### src/rtl/rst_seq_ctrl_pkg.sv
`default_nettype none
// ============================================================================
// Module  : rst_seq_ctrl_pkg
// Purpose : Shared definitions for the board reset sequencer: state codes,
//           lock-loss counter width and a saturating increment helper.
// Ports   : none (package)
// Rev     : 1.0  initial release
// ============================================================================
package rst_seq_ctrl_pkg;

  // State codes are visible on the `state` output, so the encoding is fixed.
  typedef enum logic [1:0] {
    ST_RESET   = 2'd0,
    ST_HOLD    = 2'd1,
    ST_RELEASE = 2'd2,
    ST_RUN     = 2'd3
  } seq_state_e;

  localparam int unsigned c_loss_cnt_w = 8;

  // Increment that sticks at all-ones instead of wrapping.
  function automatic logic [c_loss_cnt_w-1:0] sat_inc(
    input logic [c_loss_cnt_w-1:0] v
  );
    return (v == '1) ? v : v + 1'b1;
  endfunction

endpackage
`default_nettype wire

### src/rtl/rst_seq_ctrl_sync_chain.sv
`default_nettype none
// ============================================================================
// Module  : sync_chain
// Purpose : N-stage flop synchroniser with asynchronous active-low clear.
//           The output is the last stage; a new input value appears after
//           STAGES rising edges.
// Ports   : clk   - sampling clock
//           rst_n - asynchronous active-low clear of every stage
//           d_i   - asynchronous input
//           q_o   - synchronised output
// Rev     : 1.0  initial release
// ============================================================================
module sync_chain #(
  parameter int unsigned STAGES = 2
) (
  input  logic clk,
  input  logic rst_n,
  input  logic d_i,
  output logic q_o
);

  logic [STAGES-1:0] sync_q;

  always_ff @(posedge clk or negedge rst_n) begin
    if (!rst_n) begin
      sync_q <= '0;
    end else begin
      sync_q <= {sync_q[STAGES-2:0], d_i};
    end
  end

  assign q_o = sync_q[STAGES-1];

endmodule
`default_nettype wire

### src/rtl/rst_seq_ctrl.sv
`default_nettype none
// ============================================================================
// Module  : rst_seq_ctrl
// Purpose : Board reset sequencer. Synchronises the reset pin and PLL lock,
//           filters lock, waits a hold time, then releases NUM_OUT
//           active-high resets one after another in index order. Any lock
//           loss or a software request while running returns to RESET.
// Ports   : clk           - PLL output clock
//           reset_n       - board reset pin, async assert / sync deassert
//           pll_locked    - PLL lock, asynchronous to clk
//           soft_req      - one-cycle request to re-run the sequence
//           reset_out     - registered active-high resets
//           ready         - high while in RUN
//           state         - current state code
//           lock_loss_cnt - saturating count of lock losses seen in RUN
// Rev     : 1.0  initial release
// ============================================================================
module rst_seq_ctrl
  import rst_seq_ctrl_pkg::*;
#(
  parameter int unsigned SYNC_STAGES    = 2,
  parameter int unsigned LOCK_FILTER    = 8,
  parameter int unsigned HOLD_CYCLES    = 1024,
  parameter int unsigned STAGGER_CYCLES = 16,
  parameter int unsigned NUM_OUT        = 2,
  parameter int unsigned CNT_WIDTH      = 16
) (
  input  logic                    clk,
  input  logic                    reset_n,
  input  logic                    pll_locked,
  input  logic                    soft_req,
  output logic [NUM_OUT-1:0]      reset_out,
  output logic                    ready,
  output logic [1:0]              state,
  output logic [c_loss_cnt_w-1:0] lock_loss_cnt
);

  logic w_rst_rel;   // high once the internal reset has been released
  logic w_lock_sync; // synchronised PLL lock

  sync_chain #(.STAGES(SYNC_STAGES)) u_rst_sync (
    .clk   (clk),
    .rst_n (reset_n),
    .d_i   (1'b1),
    .q_o   (w_rst_rel)
  );

  sync_chain #(.STAGES(SYNC_STAGES)) u_lock_sync (
    .clk   (clk),
    .rst_n (reset_n),
    .d_i   (pll_locked),
    .q_o   (w_lock_sync)
  );

  seq_state_e              state_q, state_d;
  logic [CNT_WIDTH-1:0]    cnt_q, cnt_d;
  logic [NUM_OUT-1:0]      reset_out_q, reset_out_d;
  logic                    ready_q, ready_d;
  logic [c_loss_cnt_w-1:0] loss_q, loss_d;

  logic [CNT_WIDTH-1:0]    w_cnt_inc;
  logic [NUM_OUT-1:0]      w_rel_next;

  assign w_cnt_inc  = cnt_q + CNT_WIDTH'(1);
  // Outputs release in index order, so shifting a zero in from the LSB
  // clears the next index; all-zero means the last output just released.
  assign w_rel_next = reset_out_q << 1;

  always_comb begin
    state_d     = state_q;
    cnt_d       = cnt_q;
    reset_out_d = reset_out_q;
    loss_d      = loss_q;

    unique case (state_q)
      ST_RESET: begin
        reset_out_d = '1;
        if (!w_lock_sync) begin
          cnt_d = '0;
        end else if (w_cnt_inc == CNT_WIDTH'(LOCK_FILTER)) begin
          cnt_d   = '0;
          state_d = ST_HOLD;
        end else begin
          cnt_d = w_cnt_inc;
        end
      end

      ST_HOLD: begin
        if (!w_lock_sync) begin
          cnt_d   = '0;
          state_d = ST_RESET;
        end else if (w_cnt_inc == CNT_WIDTH'(HOLD_CYCLES)) begin
          cnt_d       = '0;
          reset_out_d = w_rel_next;
          // With a single output the first release is also the last.
          state_d     = (w_rel_next == '0) ? ST_RUN : ST_RELEASE;
        end else begin
          cnt_d = w_cnt_inc;
        end
      end

      ST_RELEASE: begin
        if (!w_lock_sync) begin
          cnt_d       = '0;
          reset_out_d = '1;
          state_d     = ST_RESET;
        end else if (w_cnt_inc == CNT_WIDTH'(STAGGER_CYCLES)) begin
          cnt_d       = '0;
          reset_out_d = w_rel_next;
          state_d     = (w_rel_next == '0) ? ST_RUN : ST_RELEASE;
        end else begin
          cnt_d = w_cnt_inc;
        end
      end

      ST_RUN: begin
        cnt_d = '0;
        // Lock loss is checked first so a coincident soft request still
        // gets the loss counted.
        if (!w_lock_sync) begin
          reset_out_d = '1;
          loss_d      = sat_inc(loss_q);
          state_d     = ST_RESET;
        end else if (soft_req) begin
          reset_out_d = '1;
          state_d     = ST_RESET;
        end
      end

      default: begin
        cnt_d       = '0;
        reset_out_d = '1;
        state_d     = ST_RESET;
      end
    endcase

    ready_d = (state_d == ST_RUN);
  end

  // The pin clears everything asynchronously; until the reset synchroniser
  // releases, the sequencer is held in its reset values synchronously.
  always_ff @(posedge clk or negedge reset_n) begin
    if (!reset_n) begin
      state_q     <= ST_RESET;
      cnt_q       <= '0;
      reset_out_q <= '1;
      ready_q     <= 1'b0;
      loss_q      <= '0;
    end else if (!w_rst_rel) begin
      state_q     <= ST_RESET;
      cnt_q       <= '0;
      reset_out_q <= '1;
      ready_q     <= 1'b0;
      loss_q      <= '0;
    end else begin
      state_q     <= state_d;
      cnt_q       <= cnt_d;
      reset_out_q <= reset_out_d;
      ready_q     <= ready_d;
      loss_q      <= loss_d;
    end
  end

  assign reset_out     = reset_out_q;
  assign ready         = ready_q;
  assign state         = state_q;
  assign lock_loss_cnt = loss_q;

endmodule
`default_nettype wire

### config.mk
export PLATFORM = sky130hd
export DESIGN_NAME = rst_seq_ctrl
export DESIGN_NICKNAME = d
export VERILOG_FILES = /design/src/rtl/rst_seq_ctrl_pkg.sv /design/src/rtl/rst_seq_ctrl_sync_chain.sv /design/src/rtl/rst_seq_ctrl.sv
export SDC_FILE = /design/constraint.sdc
export NUM_CORES = 1
export LEC_CHECK = 0
export ABC_CLOCK_PERIOD_IN_PS = 3200
export CAP_MARGIN = 20
export CELL_PAD_IN_SITES_DETAIL_PLACEMENT = 0
export CELL_PAD_IN_SITES_GLOBAL_PLACEMENT = 1
export CORE_UTILIZATION = 45
export CTS_CLUSTER_SIZE = 16
export DETAILED_ROUTE_END_ITERATION = 12
export GPL_TIMING_DRIVEN = 0
export HOLD_SLACK_MARGIN = 0.06
export PLACE_DENSITY = 0.81
export SYNTH_ARGS = -nofsm -noshare
export SYNTH_HDL_FRONTEND = slang
export SYNTH_SLANG_ARGS = --single-unit
### constraint.sdc
create_clock -name clk -period 3.2 [get_ports clk]
set_input_delay 0.64 -clock clk [delete_from_list [all_inputs] [get_ports clk]]
set_output_delay 0.64 -clock clk [all_outputs]
set_load 0.1 [all_outputs]
After elaboration in Yosys (flattened, before gate mapping). Index checks and enable logic that the tools add are counted.

Register bits after elaboration: 33. Input bits: 4. Output and inout bits: 13.

Reductions and logical operators: 4. Muxes and demuxes: 32. Add/sub/neg operators: 2. Equal/unequal tests: 15.

Operators with widths (count): $mux W16 (7); $pmux W16 S4 (1); $mux W2 (16); $mux W8 (4); $add A16 B1 Y16 const B (1); $eq A16 B11 Y1 const B (1); $eq A16 B4 Y1 const B (1); $eq A16 B5 Y1 const B (1); $pmux W2 S4 (2); $add A8 B1 Y8 const B (1); $eq A8 B8 Y1 const B (1); $ne A4 B4 Y1 const B (2); $eq A2 B2 Y1 const B (3); $ne A2 B2 Y1 const B (3); $logic_not A2 Y1 (2); $reduce_and A4 Y1 (1); $ne A3 B2 Y1 const B (1); $ne A3 B3 Y1 const B (1); $reduce_and A3 Y1 (1); $eq A2 B1 Y1 const B (1); $mux W1 (2).

Longest topological paths before layout.
Word-level depth: 7. Mapped depth: 10. Mapped depth without buffers: 8.

Modules after synthesis. Synthesis repeated with hierarchy kept, for this count alone.

Cell total of the unflattened synthesis: 198. Area total of the unflattened synthesis: 1926.8 µm².

Modules (own cells, without submodules): rst_seq_ctrl (instances 1, area each 1826.8 µm², cells each 194); sync_chain (instances 2, area each 50.0 µm², cells each 2).

Worst setup path after synthesis. No wires, ideal clock.

Path type: register -> register. Start point: reg cnt_q[0]. End point: reg cnt_q[10]. Data arrival time: 2581 ps. Setup slack: 478 ps. Buffers on the path: 2. Clock period less this slack: 2722 ps. Required time: 3059 ps. Stages on the path, launching flop included: 11. Path through: dfrtp_1 > ha_1 > and4_1 > clkbuf_1 > and3_1 > xnor2_1 > xnor2_1 > or4_4 > a21oi_4 > buf_6 > nor3_1.

Longest elaborated chain between the ends: 6. Elaborated cells between the ends (all ways): 12. Classes of those cells: add/sub: 1; eq/ne: 3; mux: 8.

Ends and longest elaborated chain: start: declaration (line rst_seq_ctrl.sv:56) `logic [CNT_WIDTH-1:0] cnt_q, cnt_d;`; start signal: assignment (line rst_seq_ctrl.sv:157) `cnt_q <= cnt_d;`; $add A16 B1 Y16 (*) (line rst_seq_ctrl.sv:64) `assign w_cnt_inc = cnt_q + CNT_WIDTH'(1);`; $eq A16 B5 Y1, or another cell as far along (line rst_seq_ctrl.sv:107) `end else if (w_cnt_inc == CNT_WIDTH'(STAGGER_CYCLES)) begin`; $mux W16, on equally long branches (line rst_seq_ctrl.sv:107, rst_seq_ctrl.sv:80, rst_seq_ctrl.sv:92); $mux W16, on equally long branches (line rst_seq_ctrl.sv:103, rst_seq_ctrl.sv:78, rst_seq_ctrl.sv:89); $pmux W16 S4 (*) (line rst_seq_ctrl.sv:75) `unique case (state_q)`; $mux W16 (*) (line rst_seq_ctrl.sv:149) `end else if (!w_rst_rel) begin`.

Mark *: on every way between the ends. The rest lies on a longest branch, timed or not. A chain may end at the register's enable or synchronous reset.

Worst setup path in the final report.
Start point: reg cnt_q[0]. End point: reg cnt_q[4].

Same word-level chain as after synthesis.

==> flow_metrics.env <==
export IMPL_crit_path_start_kind="register"
export IMPL_hold_violations=0
export IMPL_slew_headroom_pct=34.8
export IMPL_dpl_cell_area_um2=2220
export IMPL_core_um2=4140
export IMPL_cp_max_fo=10
export IMPL_port_buffers=16
export IMPL_crit_required_ns=3.36
export IMPL_grtUsageMet2_pct=33.3
export IMPL_clkLatencyLatePin_ns=0.29
export IMPL_slew_viol_final=0
export IMPL_netlist_cell_type_count=51
export IMPL_area_growth_pct=17.5
export IMPL_routed_wl_mm=4.38
export IMPL_io_pins=17
export IMPL_path_clk_slew_ns=0.07
export IMPL_cp_data_arrival_time_ns=3.24
export IMPL_synth_area_per_cell_um2=9.56
export IMPL_synth_edf_count=0
export IMPL_dieWidth_um=68.8
export IMPL_htreeDepth=2
export IMPL_ys_flop_type="dfrtp_1"
export IMPL_rsz0062_at_grt="false"
export IMPL_n_antenna_cell=0
export IMPL_ys_seq_elements=33
export IMPL_num_rows=23
export IMPL_dpl_hpwl_mm=3.08
export IMPL_grt_pass1_vias=1549
export IMPL_antenna_found_initial=0
export IMPL_drive_gt1_share_pct=10.7
export IMPL_use_met3_pct=4.93
export IMPL_crit_path_end_kind="register"
export IMPL_grtUsageMet1_pct=29.1
export IMPL_dieArea_um2=4730
export IMPL_finalInstanceArea_um2=2360
export IMPL_dr_pass1_iters=4
export IMPL_grt_start_max_net_pins=34
export IMPL_grtUsageTotal_pct=21.4
export IMPL_p_per_area_nw_per_um2=366
export IMPL_p_leak_nw=1.01
export IMPL_max_freq_mhz=325
export IMPL_cap_violations=0
export IMPL_setup_violations=0
export IMPL_vias_per_cell=5.78
export IMPL_period_needed_ns=3.07
export IMPL_gp_congestion=0.922
export IMPL_syn_inst=210
export IMPL_die_h_um=68.8
export IMPL_nets=243
export IMPL_async_flop_share_pct=100
export IMPL_finalCritPeriodShare_pct=96.0
export IMPL_fin_skew_ns=0.00397
export IMPL_grt_busiest_layer="met2"
export IMPL_fillers=363
export IMPL_synth_seq_area_share_pct=41.3
export IMPL_numCtsBuffers=5
export IMPL_cts_sinks=33
export IMPL_min_path_type="register to register"
export IMPL_cts_root_buf="clkbuf_8"
export IMPL_cts_setup_buffers=0
export IMPL_p_total_mw=0.864
export IMPL_ir_worst_vdd_v=0.000273
export IMPL_fin_setup_tns_ns=0
export IMPL_drt_wirelength_per_cell_um=15.4
export IMPL_cts_buffer_depth=2
export IMPL_route_vias_total=1641
export IMPL_drtAntennaViolNets=0
export IMPL_syn_num_nets=220
export IMPL_path_class="register to register"
export IMPL_initial_core_util_pct=48.4
export IMPL_cts_tree="done"
export IMPL_ys_warn_count=0
export IMPL_drc=0
export IMPL_drt_first_iter_violations=148
export IMPL_syn_cell_area_um2=2010
export IMPL_tightest_slew_ns=0.975
export IMPL_status="complete, no violations"
export IMPL_grt_overflow_total=0
export IMPL_grt_pass1_wl_mm=7.37
-- final timing paths --
kind	slack [ns]	to	from	cells past startpoint
max in group asynchronous	2.34	lock_loss_cnt[4]	reset_n	1
max	0.13	cnt_q[4]	cnt_q[0]	10
max reg2reg	0.13	cnt_q[4]	cnt_q[0]	10
min reg2reg	0.35	u_lock_sync.sync_q[1]	u_lock_sync.sync_q[0]	0
min	0.35	u_lock_sync.sync_q[1]	u_lock_sync.sync_q[0]	0
min in group asynchronous	0.40	cnt_q[14]	reset_n	1
-- layout make-up --
type	instances	area [um^2]	share of cell area [%]
inverter	7	26.3	1.11
tap	50	62.6	2.65
sequential	33	828	35.1
buffer	6	33.8	1.43
timing repair buffer	16	155	6.58
clock inverter	2	37.5	1.59
clock buffer	6	82.6	3.50
multi-input combinational	164	1130	48.0
-- metal layers --
layer	vias up	share of wire (%)
li1	795	-
met1	792	48
met2	46	45
met3	8	5.0
met4	0	1.4
met5	-	0
-- where the power goes --
part / internal, mW / switching [mW]
registers: 0.421 / 0.00306
clock network: 0.253 / 0.165
logic: 0.00581 / 0.0162
total: 0.680 / 0.185
-- state kept, by name, summed over array words and instances, names as in the netlist --
signal              count
u_rst_sync.sync_q       2
u_lock_sync.sync_q      2
ready                   1
cnt_q                  16
reset_out               2
state                   2
lock_loss_cnt           8
-- placed cells by master (no fill, tap or decap), drive strengths merged, types with 2 or more instances in the layout --
| cell | netlist | final |
|---|---|---|
| a21boi | 2 | 2 |
| a21oi | 5 | 5 |
| a221oi | 2 | 2 |
| and2 | 9 | 9 |
| and3 | 4 | 4 |
| buf | 2 | 3 |
| clkbuf | 4 | 10 |
| clkdlybuf4s50 | 0 | 15 |
| dfrtp | 31 | 31 |
| dfstp | 2 | 2 |
| ha | 6 | 6 |
| inv | 7 | 7 |
| mux2i | 3 | 3 |
| nand2 | 17 | 17 |
| nand2b | 2 | 2 |
| nand3 | 10 | 10 |
| nand3b | 2 | 2 |
| nand4 | 7 | 7 |
| nor2 | 10 | 10 |
| nor2b | 3 | 3 |
| nor3 | 21 | 21 |
| nor3b | 2 | 2 |
| nor4b | 2 | 2 |
| o21ai | 8 | 8 |
| or2 | 3 | 3 |
| or3 | 2 | 2 |
| or4 | 3 | 3 |
| xnor2 | 15 | 15 |
| xor2 | 10 | 10 |
-- critical path: stages (launching register included) --
cell	delay (ns)
dfrtp_1	0.41
ha_1	0.27
and4_1	0.21
clkbuf_1	0.19
nand3_1	0.16
a22oi_1	0.08
a2111o_1	0.49
or4_1	0.54
nand3_1	0.28
buf_4	0.26
nor3_1	0.07
-- Yosys cell counts (2+ instances only) --
master | n | share of area [%]
dfstp_2 | 2 | 2.6
clkbuf_1 | 4 | 0.75
o21ai_0 | 7 | 1.7
or4_1 | 2 | 0.75
nand2b_1 | 2 | 0.62
nor3_1 | 21 | 5.2
a221oi_1 | 2 | 0.87
xnor2_1 | 15 | 6.5
mux2i_1 | 3 | 1.5
nor2_1 | 10 | 1.9
nand4_1 | 6 | 1.9
nand2_1 | 17 | 3.2
inv_1 | 7 | 1.3
and3_1 | 4 | 1.2
dfrtp_1 | 31 | 39
a21boi_0 | 2 | 0.75
and2_1 | 9 | 2.8
nor4b_1 | 2 | 0.87
nor3b_1 | 2 | 0.75
a21oi_1 | 4 | 1.0
ha_1 | 6 | 3.7
nor2b_1 | 3 | 0.94
xor2_1 | 10 | 4.4
nand3b_1 | 2 | 0.75
nand3_1 | 9 | 2.2
or2_2 | 3 | 0.94
-- metrics by stage --
stage	hold WS, ns	utilization, %	instances	worst slack, ns
2_1_floorplan	0.331	-	210	0.478
6_report	0.349	56.9	284	0.127
3_5_place_dp	0.335	53.7	276	0.122
4_1_cts	0.352	56.6	284	0.112
5_1_grt	0.365	56.9	284	0.0116
3_3_place_gp	0.336	53.8	276	0.126
-- logic make-up (layout without fill, tap and decap cells) --
family / after synthesis / after routing / synth area share, %
xor gates and xnor gates: 25 / 25 / 10.9
adders and majority gates: 6 / 6 / 3.74
and+or+nand+nor: 99 / 99 / 28.4
AOI/OAI and AO/OA: 30 / 30 / 11.0
other: 1 / 1 / 0.187
muxes: 3 / 3 / 1.50
DFF: 33 / 33 / 41.3
buffers and inverters: 13 / 37 / 2.99
-- what timing repair did --
| action | CTS | global route |
|---|---|---|
| hold buffers | 0 | 0 |
| gates resized for setup | 0 | 2 |
| setup endpoints to repair | 0 | 11 |
| endpoints found under the hold margin | 0 | 0 |
Power figures use the tool's default switching activity.
